File: src/rtl/uart_wb_master_if.sv
// Wishbone initiator bundle between uart_wb_master and a UART register block.
// The bus signals keep their Wishbone names so that the two sides map one to one.
interface uart_wb_master_if;
  logic        CYC_O;
  logic        STB_O;
  logic        WR_O;
  logic [2:0]  ADR_O;
  logic [31:0] DAT_O;
  logic [31:0] DAT_I;
  logic        ACK_I;

  modport master (
    output CYC_O, STB_O, WR_O, ADR_O, DAT_O,
    input  DAT_I, ACK_I
  );

  modport slave (
    input  CYC_O, STB_O, WR_O, ADR_O, DAT_O,
    output DAT_I, ACK_I
  );
endinterface

File: src/rtl/uart_wb_master.sv
// Programs a Wishbone UART (divider, txctrl, rxctrl), then moves bytes between stream ports and it.
// Optional ACK timeout with sticky bus_error: define UART_WB_MASTER_TIMEOUT_EN.
module uart_wb_master #(
  parameter int unsigned CLOCK_FREQ_HZ = 10000000,
  parameter int unsigned BAUD_RATE     = 115200,
  parameter int unsigned NSTOP         = 0,
  parameter int unsigned ACK_TIMEOUT   = 255
) (
  input  logic                    CLK_I,
  input  logic                    RST_I,
  uart_wb_master_if.master        wb,
  input  logic [7:0]              tx_byte,
  input  logic                    tx_valid,
  output logic                    tx_ready,
  output logic [7:0]              rx_byte,
  output logic                    rx_valid,
  input  logic                    rx_ready,
  output logic                    init_done
`ifdef UART_WB_MASTER_TIMEOUT_EN
  ,
  output logic                    bus_error
`endif
);

  localparam logic [15:0] DivVal    = 16'(CLOCK_FREQ_HZ / BAUD_RATE - 1);
  localparam logic        NstopBit  = (NSTOP != 0);
  localparam logic [31:0] TxCtrlVal = {13'b0, 3'b000, 14'b0, NstopBit, 1'b1};
  localparam logic [31:0] RxCtrlVal = 32'h0000_0001;

  localparam logic [2:0] AdrTxData = 3'd0;
  localparam logic [2:0] AdrRxData = 3'd1;
  localparam logic [2:0] AdrTxCtrl = 3'd2;
  localparam logic [2:0] AdrRxCtrl = 3'd3;
  localparam logic [2:0] AdrDiv    = 3'd6;

  typedef enum logic [2:0] {
    StInitDiv, StInitTx, StInitRx, StIdle, StTxCheck, StTxWrite, StRxRead
  } state_e;

  state_e      r_state, w_state_next;
  logic        r_cyc, w_cyc_next;
  logic        r_we, w_we_next;
  logic [2:0]  r_adr, w_adr_next;
  logic [31:0] r_dat, w_dat_next;
  logic        r_tx_held, w_tx_held_next;
  logic [7:0]  r_tx_data, w_tx_data_next;
  logic        r_rx_valid, w_rx_valid_next;
  logic [7:0]  r_rx_byte, w_rx_byte_next;
  logic        r_init_done, w_init_done_next;
  logic        r_rr_rx, w_rr_rx_next;

  logic        w_ack, w_timeout, w_done;
  logic        w_tx_req, w_rx_req, w_grant_tx, w_grant_rx;
  logic        w_tx_ready, w_tx_accept;
  logic        w_bus_op, w_bus_we;
  logic [2:0]  w_bus_adr;
  logic [31:0] w_bus_dat;

  // An ACK outside an open cycle is ignored.
  assign w_ack  = r_cyc && wb.ACK_I;
  assign w_done = w_ack || w_timeout;

  assign w_tx_ready  = (r_state == StIdle) && !r_tx_held;
  assign w_tx_accept = tx_valid && w_tx_ready;

  // A held byte keeps requesting until the UART FIFO has room for it.
  assign w_tx_req   = r_tx_held || tx_valid;
  assign w_rx_req   = !r_rx_valid;
  assign w_grant_tx = (r_state == StIdle) && w_tx_req && (!w_rx_req || !r_rr_rx);
  assign w_grant_rx = (r_state == StIdle) && w_rx_req && !w_grant_tx;

`ifdef UART_WB_MASTER_TIMEOUT_EN
  logic [31:0] r_to_cnt;
  logic        r_bus_error;

  always_ff @(posedge CLK_I) begin
    if (RST_I) begin
      r_to_cnt    <= '0;
      r_bus_error <= 1'b0;
    end else begin
      r_to_cnt <= r_cyc ? r_to_cnt + 32'd1 : 32'd0;
      if (w_timeout) begin
        r_bus_error <= 1'b1;
      end
    end
  end

  assign w_timeout = r_cyc && !wb.ACK_I && (r_to_cnt == 32'(ACK_TIMEOUT - 1));
  assign bus_error = r_bus_error;
`else
  assign w_timeout = 1'b0;
`endif

  always_ff @(posedge CLK_I) begin
    if (RST_I) begin
      r_state     <= StInitDiv;
      r_cyc       <= 1'b0;
      r_we        <= 1'b0;
      r_adr       <= '0;
      r_dat       <= '0;
      r_tx_held   <= 1'b0;
      r_tx_data   <= '0;
      r_rx_valid  <= 1'b0;
      r_rx_byte   <= '0;
      r_init_done <= 1'b0;
      r_rr_rx     <= 1'b0;
    end else begin
      r_state     <= w_state_next;
      r_cyc       <= w_cyc_next;
      r_we        <= w_we_next;
      r_adr       <= w_adr_next;
      r_dat       <= w_dat_next;
      r_tx_held   <= w_tx_held_next;
      r_tx_data   <= w_tx_data_next;
      r_rx_valid  <= w_rx_valid_next;
      r_rx_byte   <= w_rx_byte_next;
      r_init_done <= w_init_done_next;
      r_rr_rx     <= w_rr_rx_next;
    end
  end

  always_comb begin
    w_state_next = r_state;
    case (r_state)
      StInitDiv: if (w_ack) w_state_next = StInitTx;
      StInitTx: begin
        if (w_ack) begin
          w_state_next = StInitRx;
        end else if (w_timeout) begin
          w_state_next = StInitDiv;
        end
      end
      StInitRx: begin
        if (w_ack) begin
          w_state_next = StIdle;
        end else if (w_timeout) begin
          w_state_next = StInitDiv;
        end
      end
      StIdle: begin
        if (w_grant_tx) begin
          w_state_next = StTxCheck;
        end else if (w_grant_rx) begin
          w_state_next = StRxRead;
        end
      end
      StTxCheck: begin
        if (w_ack) begin
          w_state_next = wb.DAT_I[31] ? StIdle : StTxWrite;
        end else if (w_timeout) begin
          w_state_next = StIdle;
        end
      end
      StTxWrite, StRxRead: if (w_done) w_state_next = StIdle;
      default: w_state_next = StInitDiv;
    endcase
  end

  always_comb begin
    w_bus_op  = 1'b1;
    w_bus_we  = 1'b1;
    w_bus_adr = AdrTxData;
    w_bus_dat = '0;
    case (r_state)
      StInitDiv: begin
        w_bus_adr = AdrDiv;
        w_bus_dat = {16'b0, DivVal};
      end
      StInitTx: begin
        w_bus_adr = AdrTxCtrl;
        w_bus_dat = TxCtrlVal;
      end
      StInitRx: begin
        w_bus_adr = AdrRxCtrl;
        w_bus_dat = RxCtrlVal;
      end
      StTxCheck: w_bus_we = 1'b0;
      StTxWrite: w_bus_dat = {24'b0, r_tx_data};
      StRxRead: begin
        w_bus_we  = 1'b0;
        w_bus_adr = AdrRxData;
      end
      default: w_bus_op = 1'b0;
    endcase

    // A state change only happens as the cycle closes, so a new cycle starts one idle cycle later.
    w_cyc_next = r_cyc;
    w_we_next  = r_we;
    w_adr_next = r_adr;
    w_dat_next = r_dat;
    if (r_cyc) begin
      if (w_done) w_cyc_next = 1'b0;
    end else if (w_bus_op) begin
      w_cyc_next = 1'b1;
      w_we_next  = w_bus_we;
      w_adr_next = w_bus_adr;
      w_dat_next = w_bus_dat;
    end

    w_tx_held_next = r_tx_held;
    w_tx_data_next = r_tx_data;
    if (w_tx_accept) begin
      w_tx_held_next = 1'b1;
      w_tx_data_next = tx_byte;
    end else if ((r_state == StTxWrite) && w_ack) begin
      w_tx_held_next = 1'b0;
    end

    w_rx_valid_next = r_rx_valid;
    w_rx_byte_next  = r_rx_byte;
    if ((r_state == StRxRead) && w_ack && !wb.DAT_I[31]) begin
      w_rx_valid_next = 1'b1;
      w_rx_byte_next  = wb.DAT_I[7:0];
    end else if (r_rx_valid && rx_ready) begin
      w_rx_valid_next = 1'b0;
    end

    w_init_done_next = r_init_done || ((r_state == StInitRx) && w_ack);
    w_rr_rx_next     = (w_grant_tx || w_grant_rx) ? !r_rr_rx : r_rr_rx;
  end

  assign wb.CYC_O  = r_cyc;
  assign wb.STB_O  = r_cyc;
  assign wb.WR_O   = r_we;
  assign wb.ADR_O  = r_adr;
  assign wb.DAT_O  = r_dat;
  assign tx_ready  = w_tx_ready;
  assign rx_valid  = r_rx_valid;
  assign rx_byte   = r_rx_byte;
  assign init_done = r_init_done;

endmodule

File: src/flat_wrapper.sv
// flat-port wrapper written by rule: the top's interface ports become plain ports
module uart_wb_master_flat 
#(
  parameter int unsigned CLOCK_FREQ_HZ = 10000000,
  parameter int unsigned BAUD_RATE     = 115200,
  parameter int unsigned NSTOP         = 0,
  parameter int unsigned ACK_TIMEOUT   = 255
)
  (CLK_I, RST_I, tx_byte, tx_valid, tx_ready, rx_byte, rx_valid, rx_ready, init_done, wb_CYC_O, wb_STB_O, wb_WR_O, wb_ADR_O, wb_DAT_O, wb_DAT_I, wb_ACK_I);
  uart_wb_master_if wb_i ();
  input  logic CLK_I;
  input  logic RST_I;
  input  logic [7:0] tx_byte;
  input  logic tx_valid;
  output logic tx_ready;
  output logic [7:0] rx_byte;
  output logic rx_valid;
  input  logic rx_ready;
  output logic init_done;
  output wire logic [$bits(wb_i.CYC_O)-1:0] wb_CYC_O;
  output wire logic [$bits(wb_i.STB_O)-1:0] wb_STB_O;
  output wire logic [$bits(wb_i.WR_O)-1:0] wb_WR_O;
  output wire logic [$bits(wb_i.ADR_O)-1:0] wb_ADR_O;
  output wire logic [$bits(wb_i.DAT_O)-1:0] wb_DAT_O;
  input wire logic [$bits(wb_i.DAT_I)-1:0] wb_DAT_I;
  input wire logic [$bits(wb_i.ACK_I)-1:0] wb_ACK_I;
  assign wb_CYC_O = wb_i.CYC_O;
  assign wb_STB_O = wb_i.STB_O;
  assign wb_WR_O = wb_i.WR_O;
  assign wb_ADR_O = wb_i.ADR_O;
  assign wb_DAT_O = wb_i.DAT_O;
  assign wb_i.DAT_I = wb_DAT_I;
  assign wb_i.ACK_I = wb_ACK_I;
  uart_wb_master #(.CLOCK_FREQ_HZ(CLOCK_FREQ_HZ), .BAUD_RATE(BAUD_RATE), .NSTOP(NSTOP), .ACK_TIMEOUT(ACK_TIMEOUT)) u_core (.CLK_I(CLK_I), .RST_I(RST_I), .wb(wb_i), .tx_byte(tx_byte), .tx_valid(tx_valid), .tx_ready(tx_ready), .rx_byte(rx_byte), .rx_valid(rx_valid), .rx_ready(rx_ready), .init_done(init_done));
endmodule
File: config.mk
export PLATFORM = sky130hd
export DESIGN_NAME = uart_wb_master_flat
export DESIGN_NICKNAME = d
export VERILOG_FILES = /design/src/rtl/uart_wb_master_if.sv /design/src/rtl/uart_wb_master.sv /design/src/flat_wrapper.sv
export SDC_FILE = /design/constraint.sdc
export NUM_CORES = 1
export LEC_CHECK = 0
export ABC_AREA = 1
export BUFFER_PORTS_ARGS = -buffer_cell sky130_fd_sc_hd__buf_2
export CAP_MARGIN = 20
export CORE_ASPECT_RATIO = 1.5
export CORE_MARGIN = 2
export CORE_UTILIZATION = 43
export DETAILED_ROUTE_END_ITERATION = 6
export HOLD_SLACK_MARGIN = 0.02
export MAX_ROUTING_LAYER = met4
export PLACE_DENSITY = 0.75
export SYNTH_ARGS = -nofsm -noshare
export SYNTH_HDL_FRONTEND = slang
export SYNTH_SLANG_ARGS = --single-unit
File: constraint.sdc
create_clock -name CLK_I -period 1.6 [get_ports CLK_I]
set_input_delay 0 -clock CLK_I [delete_from_list [all_inputs] [get_ports CLK_I]]
set_output_delay 0 -clock CLK_I [all_outputs]
set_load 0.005 [all_outputs]
* Word level (Yosys, flattened, before mapping)
Index checks and enable logic that the tools add are counted.
** Word-level totals
- Register bits after elaboration :: 60
- Input port bits :: 45
- Output and inout bits :: 49
- Word-level logic and storage cells :: 72
** Cells by class
- Equal/unequal tests :: 11
- Muxes and demuxes :: 19
- Bitwise logic cells :: 1
- Reduce and logical (&&, ||, !) cells :: 30
** Operator list (number)
- $pmux W8 S3 :: 1
- $mux W3 :: 7
- $pmux W3 S5 :: 1
- $logic_and A1 B1 Y1 :: 12
- $pmux W3 S4 :: 1
- $eq A3 B3 Y1 const B :: 3
- $mux W1 :: 9
- $ne A2 B1 Y1 const B :: 4
- $eq A3 B2 Y1 const B :: 2
- $reduce_or A6 Y1 :: 1
- $logic_not A1 Y1 :: 5
- $reduce_and A5 Y1 :: 1
- $logic_or A1 B1 Y1 :: 4
- $reduce_bool A2 Y1 :: 2
- $reduce_or A2 Y1 :: 2
- $eq A3 B1 Y1 const B :: 1
- $logic_not A3 Y1 :: 1
- $ne A3 B1 Y1 const B :: 1
- $reduce_or A3 Y1 :: 1
- $reduce_and A2 Y1 :: 1
- $not A1 Y1 :: 1

* Longest topological paths before layout
Gate-level depths: netlist of the first run.
- Word-level depth :: 8
- Gate-level depth with buffers :: 8
- Mapped depth without buffers :: 8

* Worst setup path before layout of the first run
OpenSTA, ideal clock, no wires.
- Kind :: reg2reg
- From :: register u_core.r_state[2]
- To :: register u_core.r_rx_byte[0] (netlist: u_core.rx_byte[0])
- Setup time :: 0.132 ns
- Data arrival time :: 0.951 ns
- Required time :: 1.468 ns
- Slack :: 0.517 ns
- Stages on the path, launching flop included :: 7
- Buffers on the path :: 1
- Period minus slack after synthesis :: 1.083 ns
- Path through :: dfxtp_1 buf_2 nand2_1 nor2_4 nand2_2 nand2_1 a21oi_1
** Between the ends
- Longest elaborated chain between the ends :: 3
** RTL lines
- start: declaration :: line uart_wb_master.sv:40 : state_e r_state, w_state_next;
- start signal: assignment :: line uart_wb_master.sv:96 : r_state <= StInitDiv;
- start signal: assignment :: line uart_wb_master.sv:108 : r_state <= w_state_next;
- $eq A3 B3 Y1 :: line uart_wb_master.sv:211 : if ((r_state == StRxRead) && w_ack && !wb.DAT_I[31]) begin
- $logic_and A1 B1 Y1 (2 in a row) :: line uart_wb_master.sv:211
- end signal: assignment :: line uart_wb_master.sv:116 : r_rx_byte <= w_rx_byte_next;
- end: declaration :: line uart_wb_master.sv:48 : logic [7:0] r_rx_byte, w_rx_byte_next;
No other way between the ends.
A chain may end at the register's enable or synchronous reset.

* Final worst setup path of the first run
- From :: register u_core.r_state[2]
- To :: register u_core.r_rx_byte[5] (netlist: u_core.rx_byte[5])
Same word-level chain as after synthesis.

==> results of run 1 <==
[synth_stat cells (2+ instances only)]
cell type and instances:
sky130_fd_sc_hd__nand2_2 2, sky130_fd_sc_hd__clkbuf_1 3, sky130_fd_sc_hd__inv_1 15, sky130_fd_sc_hd__a21oi_1 33
sky130_fd_sc_hd__o21ai_0 10, sky130_fd_sc_hd__buf_2 2, sky130_fd_sc_hd__dfxtp_1 36, sky130_fd_sc_hd__nand3_1 22
sky130_fd_sc_hd__nor2_4 2, sky130_fd_sc_hd__buf_4 26, sky130_fd_sc_hd__nand2_1 48, sky130_fd_sc_hd__nor2_1 7
[worst min-delay path: stages]
cell                      delay, ps
sky130_fd_sc_hd__buf_2          120
sky130_fd_sc_hd__nor2_4          70
sky130_fd_sc_hd__nand3_1         70
sky130_fd_sc_hd__a21oi_1         60
[cell type report]
class | instances | area (sq um) | area share (%)
Tap cell | 43 | 53.8 | 2.57
Sequential cell | 36 | 721 | 34.4
Timing Repair Buffer | 66 | 423 | 20.2
Clock buffer | 7 | 96.3 | 4.59
Inverter | 17 | 65.1 | 3.10
Multi-Input combinational cell | 157 | 738 | 35.2
[through the flow]
stage	hold WS (ps)	area, sq um	total power [W]	setup WS, ps
6_report	86.9	2100	0.00179	240
5_1_grt	94.0	2100	0.00187	96.4
4_1_cts	77.6	2100	0.00180	231
3_5_place_dp	274	1830	0.00110	282
3_3_place_gp	267	1830	0.00110	286
2_1_floorplan	78.5	1740	0.00108	517
[logic make-up (layout without fill, tap and decap cells)]
group                  after synthesis  after routing  synth area share, %
flip-flops                          36             36                 43.6
AND/OR/NAND/NOR                     87             87                 24.9
buffers and inverters               48             90                 17.0
other                                1             24                0.227
AO/OA/AOI/OAI                       46             46                 14.3
[what timing repair did]
action,4_1_cts,5_1_grt
hold buffers,17,0
resized for setup,0,0
endpoints found under the hold margin,17,0
setup buffers,0,0
[power by group]
part / switching [W] / leakage [nW] / internal, W
Clock: 0.000297 / 0.0503 / 0.000383
Combinational: 0.0000982 / 0.591 / 0.0000837
Sequential: 0.0000125 / 0.293 / 0.000917
[sequential cells by signal (all words and copies together) (netlist names)]
| signal | cells |
|---|---|
| u_core.init_done | 1 |
| u_core.wb.ADR_O | 3 |
| u_core.r_rr_rx | 1 |
| u_core.r_state | 3 |
| u_core.r_tx_data | 8 |
| u_core.r_tx_held | 1 |
| u_core.rx_byte | 8 |
| u_core.rx_valid | 1 |
| u_core.wb.CYC_O | 1 |
| u_core.wb.DAT_O | 8 |
| u_core.wb.WR_O | 1 |
[layer usage]
metal / vias to the layer above / part of all wire [%]
li1: 789 / -
met1: 715 / 37
met5: - / 0
met2: 66 / 55
met3: 6 / 6.0
met4: 0 / 1.7
[path summary, 6_finish.rpt]
| check | to | startpoint | slack, ps |
|---|---|---|---|
| worst min-delay path | u_core.rx_byte[1]$_SDFFE_PP0P_ | wb_DAT_I[31] | 90 |
| worst min register to register | u_core.init_done$_SDFF_PP0_ | u_core.init_done$_SDFF_PP0_ | 450 |
| worst max register to register | u_core.rx_byte[5]$_SDFFE_PP0P_ | u_core.r_state[2]$_SDFFE_PP0P_ | 240 |
| worst max-delay path | u_core.rx_byte[5]$_SDFFE_PP0P_ | u_core.r_state[2]$_SDFFE_PP0P_ | 240 |
==> impl_metrics.py, run 1 <==
metrics = {
    "critical_path": {
        "critical_path.slowest_cell": "sky130_fd_sc_hd__dfxtp_1",
        "path_cells": "nand2_1 -> nor2_4 -> nand2_2 -> nand2_1 -> a21oi_1",
        "r2r.worst_path.cells": 5,
        "crit_path_max_incr_delay_ps": 500,
        "worst_path_dominant_cell_family": "simple AND/OR/NAND/NOR gates",
        "endpoint_kind": "flip-flop",
        "critical_path_required_ps": 1760,
        "cp.depth": 5,
        "cp.buffers_inverters": 0,
        "crit_path_frequent_cell": "sky130_fd_sc_hd__nand2_1",
        "crit_arrival_ps": 1520,
        "critical_path.max_fanout": 9,
        "critical_path.startpoint_type": "flip-flop",
        "critical_path_class": "flip-flop to flip-flop",
    },
    "sta": {
        "max_clock_freq_ghz": 0.735,
        "setup_tns_ps": 0,
        "slew_violations": 0,
        "final.period_utilization_pct": 85.0,
        "setup_repair_after_global_routing_missed_its_margin": "false",
        "hold_viol_final": 0,
        "final.min_clock_period_ps": 1360,
        "skew_ps": 4.69,
        "setup_viol_count_final": 0,
    },
    "layout": {
        "final_layout_size_suffix_gt1_share_pct": 23.7,
        "fillers": 358,
        "postLayoutCoreUtil_pct": 56.9,
        "most-common-layout-cells": "sky130_fd_sc_hd__nand2_1 (48), sky130_fd_sc_hd__buf_2 (46), sky130_fd_sc_hd__dfxtp_1 (36)",
        "nNetsFinal": 328,
        "diodes_inserted": 0,
        "area_delta_synth_final_pct": 26.8,
        "stdcell_count": 326,
        "layout.cells.most_common": "sky130_fd_sc_hd__nand2_1",
    },
    "global_routing": {
        "grt_max_degree": 18,
        "globalRoute.totalOverflow": 0,
        "gr-max-usage-layer": "met2",
        "via_count_of_the_first_global_routing_pass": 1491,
        "use_met3_pct": 5.43,
        "grt_pass1_wl_um": 6430,
        "gr-usage-met1_pct": 20.8,
        "grt_antenna_before_repair": 0,
        "globalRouteMet2Util_pct": 36.7,
        "gr-usage-all-layers_pct": 20.7,
    },
    "yosys": {
        "ys_ff_latch": 36,
        "synth_largest_area_cell": "sky130_fd_sc_hd__dfxtp_1",
        "synth_enable_flop_cells": 0,
        "synth_seq_area_share_pct": 43.6,
        "yosys_most_used_dff": "sky130_fd_sc_hd__dfxtp_1",
        "netlist_top_cells_area": "sky130_fd_sc_hd__dfxtp_1 (44%), sky130_fd_sc_hd__buf_4 (12%), sky130_fd_sc_hd__nand2_1 (11%), sky130_fd_sc_hd__a21oi_1 (10%), sky130_fd_sc_hd__nand3_1 (6.7%)",
        "netlist_instances": 218,
        "synth_cell_types": 24,
        "ys_warn_count": 0,
        "async_reset_ff_share_pct": 0,
        "area_of_the_mapped_netlist_sq_um": 1650,
        "syn_area_per_cell_sq_um": 7.59,
        "synth_top_cell_area_share_pct": 43.6,
    },
    "floorplanning": {
        "placeableCoreArea_sq_um": 3680,
        "num_io_pins": 94,
        "std_cell_rows": 27,
        "chipHeight_um": 80.0,
        "effective_utilization_at_floorplan_pct": 44.9,
        "fp.dieArea_sq_um": 4370,
        "die_width_um": 54.6,
    },
    "clock_tree": {
        "tritoncts_num_sinks": 36,
        "insertion_delay_ps": 280,
        "htree_num_levels": 2,
        "clock_tree.root_cell": "sky130_fd_sc_hd__clkbuf_8",
        "cts_tree": "built",
        "cts_made_buffers": 5,
        "clock_path_buffers": 2,
        "clkTransAtPathRegs_ps": 70,
    },
    "drt": {
        "final_antenna_net_count": 0,
        "routed-via-count": 1576,
        "initialDrtViolationCount": 63,
        "drt_drc_violations_left": 0,
        "drt_wl_total_um": 3940,
        "drt_pass1_iterations": 4,
        "drt-wirelength-per-cell_um": 12.1,
        "vias_per_cell": 4.83,
    },
    "power": {
        "cellPowerDensity_nw_per_um2": 854,
        "peakVddDrop_v": 0.000612,
        "cellLeakagePower_nw": 0.934,
    },
    "placed_design": {
        "port_buffers": 46,
        "place_hpwl_um": 2630,
        "gp_routability_congestion": 0.908,
        "dpl.cell_count": 302,
    },
    "status": {
        "status": "complete, no violations",
    },
    "hold_path": {
        "worstHoldPathType": "input pin to flip-flop",
        "hold-path-cell-count": 4,
    },
    "run": {
        "maxCapViolations": 0,
    },
}
Power figures use the tool's default switching activity.
==> inputs of run 2 (changes only) <==
--- a/config.mk
+++ b/config.mk
@@ -14,7 +14,7 @@
 export DETAILED_ROUTE_END_ITERATION = 6
 export HOLD_SLACK_MARGIN = 0.02
 export MAX_ROUTING_LAYER = met4
-export PLACE_DENSITY = 0.75
+export PLACE_DENSITY = 0.79
 export SYNTH_ARGS = -nofsm -noshare
 export SYNTH_HDL_FRONTEND = slang
 export SYNTH_SLANG_ARGS = --single-unit
==> constraint.sdc (replaced) <==
create_clock -name CLK_I -period 1.6 [get_ports CLK_I]
set_input_delay 0.16 -clock CLK_I [delete_from_list [all_inputs] [get_ports CLK_I]]
set_output_delay 0.16 -clock CLK_I [all_outputs]
set_load 0.005 [all_outputs]
==> impl_metrics.py, run 2 (synthesis results as in run 1) <==
metrics = {
    "status": {
        "status": "complete, no violations",
    },
    "floorplanning": {
        "num_io_pins": 94,
        "placeableCoreArea_sq_um": 3680,
        "effective_utilization_at_floorplan_pct": 44.9,
        "std_cell_rows": 27,
        "fp.dieArea_sq_um": 4370,
        "chipHeight_um": 80.0,
        "die_width_um": 54.6,
    },
    "critical_path": {
        "path_cells": "inv_1 -> nand2_4 -> nor2_8 -> buf_2",
        "critical_path_required_ps": 1440,
        "cp.buffers_inverters": 2,
        "crit_arrival_ps": 1310,
        "critical_path.startpoint_type": "flip-flop",
        "timing.critical_path.from": "u_core.r_state[2]$_SDFFE_PP0P_",
        "crit_path_max_incr_delay_ps": 480,
        "critical_path.max_fanout": 9,
        "endpoint_kind": "primary output",
        "critical_path_class": "flip-flop to primary output",
        "worst_path_dominant_cell_family": "flip-flops",
        "critical_path.slowest_cell": "sky130_fd_sc_hd__dfxtp_1",
        "reg2reg_from": "u_core.r_state[2]$_SDFFE_PP0P_",
    },
    "layout": {
        "diodes_inserted": 0,
        "area_delta_synth_final_pct": 16.0,
        "layout.cells.most_common": "sky130_fd_sc_hd__nand2_1",
        "final_layout_size_suffix_gt1_share_pct": 25.9,
        "stdcell_count": 309,
        "nNetsFinal": 310,
        "most-common-layout-cells": "sky130_fd_sc_hd__nand2_1 (48), sky130_fd_sc_hd__buf_2 (46), sky130_fd_sc_hd__dfxtp_1 (34)",
    },
    "power": {
        "clkPwrFrac_pct": 38.0,
        "peakVddDrop_v": 0.000618,
        "cellLeakagePower_nw": 0.860,
        "sequential_share_of_power_pct": 53.9,
        "cellPowerDensity_nw_per_um2": 901,
        "internal-power_w": 0.00132,
        "p_switching_w": 0.000413,
        "power.share.switching_pct": 23.9,
        "combPwrFrac_pct": 8.1,
        "report.power.total_w": 0.00173,
    },
    "global_routing": {
        "gr-usage-all-layers_pct": 17.7,
        "grt_antenna_before_repair": 0,
        "via_count_of_the_first_global_routing_pass": 1290,
        "grt_pass1_wl_um": 5530,
        "grt_max_degree": 18,
        "globalRoute.totalOverflow": 0,
    },
    "drt": {
        "routed-via-count": 1455,
        "drt-wirelength-per-cell_um": 10.5,
        "drt_pass1_iterations": 4,
        "vias_per_cell": 4.71,
        "drt_wl_total_um": 3250,
        "initialDrtViolationCount": 33,
        "drt_drc_violations_left": 0,
        "final_antenna_net_count": 0,
    },
    "clock_tree": {
        "cts_tree": "built",
        "cts_made_buffers": 5,
        "postCtsSetupRepairBufs": 0,
        "tritoncts_num_sinks": 36,
        "clock_path_buffers": 2,
        "insertion_delay_ps": 280,
        "htree_num_levels": 2,
        "clock_tree.root_cell": "sky130_fd_sc_hd__clkbuf_8",
        "clkTransAtPathRegs_ps": 70,
        "cts_hold_buf": 0,
        "cts_resized": 0,
    },
    "sta": {
        "final.period_utilization_pct": 91.7,
        "slew_violations": 0,
        "skew_ps": 1.54,
        "final.min_clock_period_ps": 1470,
        "setup_tns_ps": 0,
        "setup_repair_after_global_routing_missed_its_margin": "false",
        "hold_ws_ps": 133,
        "max_clock_freq_ghz": 0.682,
        "hold_viol_final": 0,
        "setup_viol_count_final": 0,
    },
    "placed_design": {
        "port_buffers": 46,
        "place_hpwl_um": 2460,
        "dpl.cell_count": 301,
        "gp_routability_congestion": 0.895,
    },
    "hold_path": {
        "holdCritStartpoint": "tx_byte[7]",
        "worstHoldPathType": "input pin to flip-flop",
    },
    "run": {
        "maxCapViolations": 0,
    },
}
[run 2: cell types whose count changed in the layout (fill, tap and decap cells not counted), sizes merged]
cell,before,now
buf,49,48
clkinv,1,3
dlygate4sd3,17,0
clkbuf,7,6
[run 2: layer usage]
metal / part of all wire (%) / track usage [%] / up-vias
met1: 41 / 19.9 / 632
met2: 50 / 27.9 / 65
met4: 2.0 / 8.50 / 0
li1: - / - / 752
met5: 0 / - / -
met3: 6.7 / 5.06 / 6
[run 2: final timing paths]
| check | to | slack (ps) | cells past startpoint |
|---|---|---|---|
| min | u_core.r_tx_data[7]$_SDFFE_PP0P_ | 130 | 3 |
| max | tx_ready | 130 | 4 |
| max reg2reg | u_core.rx_byte[3]$_SDFFE_PP0P_ | 290 | 5 |
| min reg2reg | u_core.init_done$_SDFF_PP0_ | 450 | 2 |
[run 2: cell type report]
class / count / area (sq um)
Fill cell: 388 / 1760
Clock buffer: 6 / 82.6
Clock inverter: 2 / 10.0
Tap cell: 43 / 53.8
Inverter: 17 / 65.1
Multi-Input combinational cell: 157 / 738
Timing Repair Buffer: 48 / 245
Sequential cell: 36 / 723
[run 2: power groups by stage]
stage | clock (W) | combinational (W) | sequential [W]
2_1_floorplan | 0 | 0.000124 | 0.000952
5_1_grt | 0.000715 | 0.000169 | 0.000934
3_3_place_gp | 0 | 0.000140 | 0.000951
4_1_cts | 0.000678 | 0.000141 | 0.000931
3_5_place_dp | 0 | 0.000140 | 0.000952
6_report | 0.000656 | 0.000141 | 0.000931
[run 2: worst min-delay path, cell delays in order]
cell	delay, ps
sky130_fd_sc_hd__buf_2	100
sky130_fd_sc_hd__nand3_1	60
sky130_fd_sc_hd__a21oi_1	50
[run 2: metrics by stage]
| step | setup WS (ps) | util [%] | cell area [sq um] |
|---|---|---|---|
| 3_5_place_dp | 309 | 49.5 | 1820 |
| 2_1_floorplan | 517 | - | 1740 |
| 6_report | 134 | 52.1 | 1920 |
| 3_3_place_gp | 311 | 49.5 | 1820 |
| 4_1_cts | 100 | 52.0 | 1920 |
| 5_1_grt | 45.3 | 52.1 | 1920 |
==> inputs of run 3 (changes only) <==
--- a/config.mk
+++ b/config.mk
@@ -8,7 +8,6 @@
 export ABC_AREA = 1
 export BUFFER_PORTS_ARGS = -buffer_cell sky130_fd_sc_hd__buf_2
 export CAP_MARGIN = 20
-export CORE_ASPECT_RATIO = 1.5
 export CORE_MARGIN = 2
 export CORE_UTILIZATION = 43
 export DETAILED_ROUTE_END_ITERATION = 6
==> impl_metrics.py, run 3 (synthesis results as in run 1) <==
metrics = {
    "run": {
        "maxCapViolations": 0,
    },
    "clock_tree": {
        "cts_made_buffers": 5,
        "cts_resized": 0,
        "cts_hold_buf": 0,
        "clock_tree.root_cell": "sky130_fd_sc_hd__clkbuf_8",
        "clock_path_buffers": 2,
        "insertion_delay_ps": 280,
        "clkTransAtPathRegs_ps": 70,
        "cts_tree": "built",
        "tritoncts_num_sinks": 36,
        "postCtsSetupRepairBufs": 0,
        "htree_num_levels": 2,
    },
    "critical_path": {
        "critical_path.slowest_cell": "sky130_fd_sc_hd__dfxtp_1",
        "critical_path.startpoint_type": "flip-flop",
        "rrSetupSlack_ps": 240,
        "worst_path_dominant_cell_family": "flip-flops",
        "endpoint_kind": "primary output",
        "critical_path_required_ps": 1440,
        "path_cells": "nand2_2 -> clkinv_2 -> nand2_4 -> nor2_8 -> buf_2",
        "crit_path_max_incr_delay_ps": 450,
        "critical_path.max_fanout": 9,
        "crit_arrival_ps": 1340,
        "critical_path_class": "flip-flop to primary output",
        "cp.buffers_inverters": 2,
    },
    "sta": {
        "final.min_clock_period_ps": 1500,
        "setup_repair_after_global_routing_missed_its_margin": "false",
        "hold_viol_final": 0,
        "setup_viol_count_final": 0,
        "skew_ps": 5.08,
        "final.period_utilization_pct": 93.7,
        "setup_slack_ps": 101,
        "slew_violations": 0,
        "setup_tns_ps": 0,
        "max_clock_freq_ghz": 0.667,
        "hold_ws_ps": 128,
    },
    "drt": {
        "routed-via-count": 1467,
        "initialDrtViolationCount": 49,
        "drt_wl_total_um": 3410,
        "drt_pass1_iterations": 4,
        "final_antenna_net_count": 0,
        "drt-wirelength-per-cell_um": 10.9,
        "drt_drc_violations_left": 0,
        "vias_per_cell": 4.67,
    },
    "global_routing": {
        "globalRoute.totalOverflow": 0,
        "via_count_of_the_first_global_routing_pass": 1294,
        "grt_antenna_before_repair": 0,
        "globalRouteMet2Util_pct": 27.3,
        "gr-usage-all-layers_pct": 17.0,
        "gr-max-usage-layer": "met2",
        "gr-usage-met1_pct": 20.6,
        "grt_pass1_wl_um": 5560,
        "grt_max_degree": 24,
        "use_met3_pct": 4.60,
    },
    "layout": {
        "nNetsFinal": 310,
        "layout.area.seq_sq_um": 721,
        "layout.cells.most_common": "sky130_fd_sc_hd__nand2_1",
        "area_delta_synth_final_pct": 17.1,
        "final_layout_size_suffix_gt1_share_pct": 24.8,
        "most-common-layout-cells": "sky130_fd_sc_hd__nand2_1 (48), sky130_fd_sc_hd__buf_2 (46), sky130_fd_sc_hd__dfxtp_1 (36)",
        "stdcell_count": 314,
        "multi_input_area_sq_um": 738,
        "fillers": 405,
        "stdcell_area_sq_um": 1940,
        "diodes_inserted": 0,
    },
    "placed_design": {
        "cell_area_placed_sq_um": 1830,
        "place_hpwl_um": 2430,
        "port_buffers": 46,
        "gp_routability_congestion": 0.815,
        "dpl.cell_count": 306,
        "detailedPlace.worstSlack_ps": 252,
    },
    "status": {
        "status": "complete, no violations",
    },
    "floorplanning": {
        "placeableCoreArea_sq_um": 3690,
        "effective_utilization_at_floorplan_pct": 44.8,
        "std_cell_rows": 22,
        "die_width_um": 66.0,
        "fp.dieArea_sq_um": 4360,
        "chipHeight_um": 66.0,
        "num_io_pins": 94,
    },
    "power": {
        "peakVddDrop_v": 0.000494,
        "cellLeakagePower_nw": 0.863,
        "cellPowerDensity_nw_per_um2": 956,
    },
    "hold_path": {
        "worstHoldPathType": "input pin to flip-flop",
    },
}
[run 3: metal layers]
layer / wire (um) / part of all wire [%]
met5: 0 / 0
met4: 42 / 1.2
met3: 183 / 5.4
met2: 1610 / 47
met1: 1570 / 46
[run 3: per-stage QoR]
step                total power (W)  utilization, %
global route                0.00194            52.5
detailed placement          0.00109            49.6
CTS                         0.00186            52.5
floorplan                   0.00108               -
finish                      0.00185            52.5
global placement            0.00109            49.6
[run 3: final timing paths]
path | from | end | cells past startpoint
max reg2reg | u_core.r_state[2]$_SDFFE_PP0P_ | u_core.rx_byte[6]$_SDFFE_PP0P_ | 5
min reg2reg | u_core.init_done$_SDFF_PP0_ | u_core.init_done$_SDFF_PP0_ | 2
max | u_core.r_state[0]$_SDFFE_PP0P_ | tx_ready | 5
min | tx_byte[3] | u_core.r_tx_data[3]$_SDFFE_PP0P_ | 3
[run 3: power by group]
part	switching [W]	total (W)	internal, W
Combinational	0.0000889	0.000143	0.0000542
Sequential	0.0000142	0.000931	0.000917
Clock	0.000316	0.000778	0.000462
[run 3: final cells by class]
cell class / count / share of cell area [%]
sequential: 36 / 37.2
inverter: 17 / 3.36
tap: 48 / 3.10
clock buffer: 6 / 3.75
timing repair buffer: 48 / 12.7
multi-input combinational: 157 / 38.1
clock inverter: 2 / 1.81
[run 3: worst register-to-register path, stage by stage (launching register included)]
cell	delay, ps
sky130_fd_sc_hd__dfxtp_1	490
sky130_fd_sc_hd__nand2_1	170
sky130_fd_sc_hd__nor2_4	240
sky130_fd_sc_hd__nand2_2	190
sky130_fd_sc_hd__nand2_1	100
sky130_fd_sc_hd__a21oi_1	60
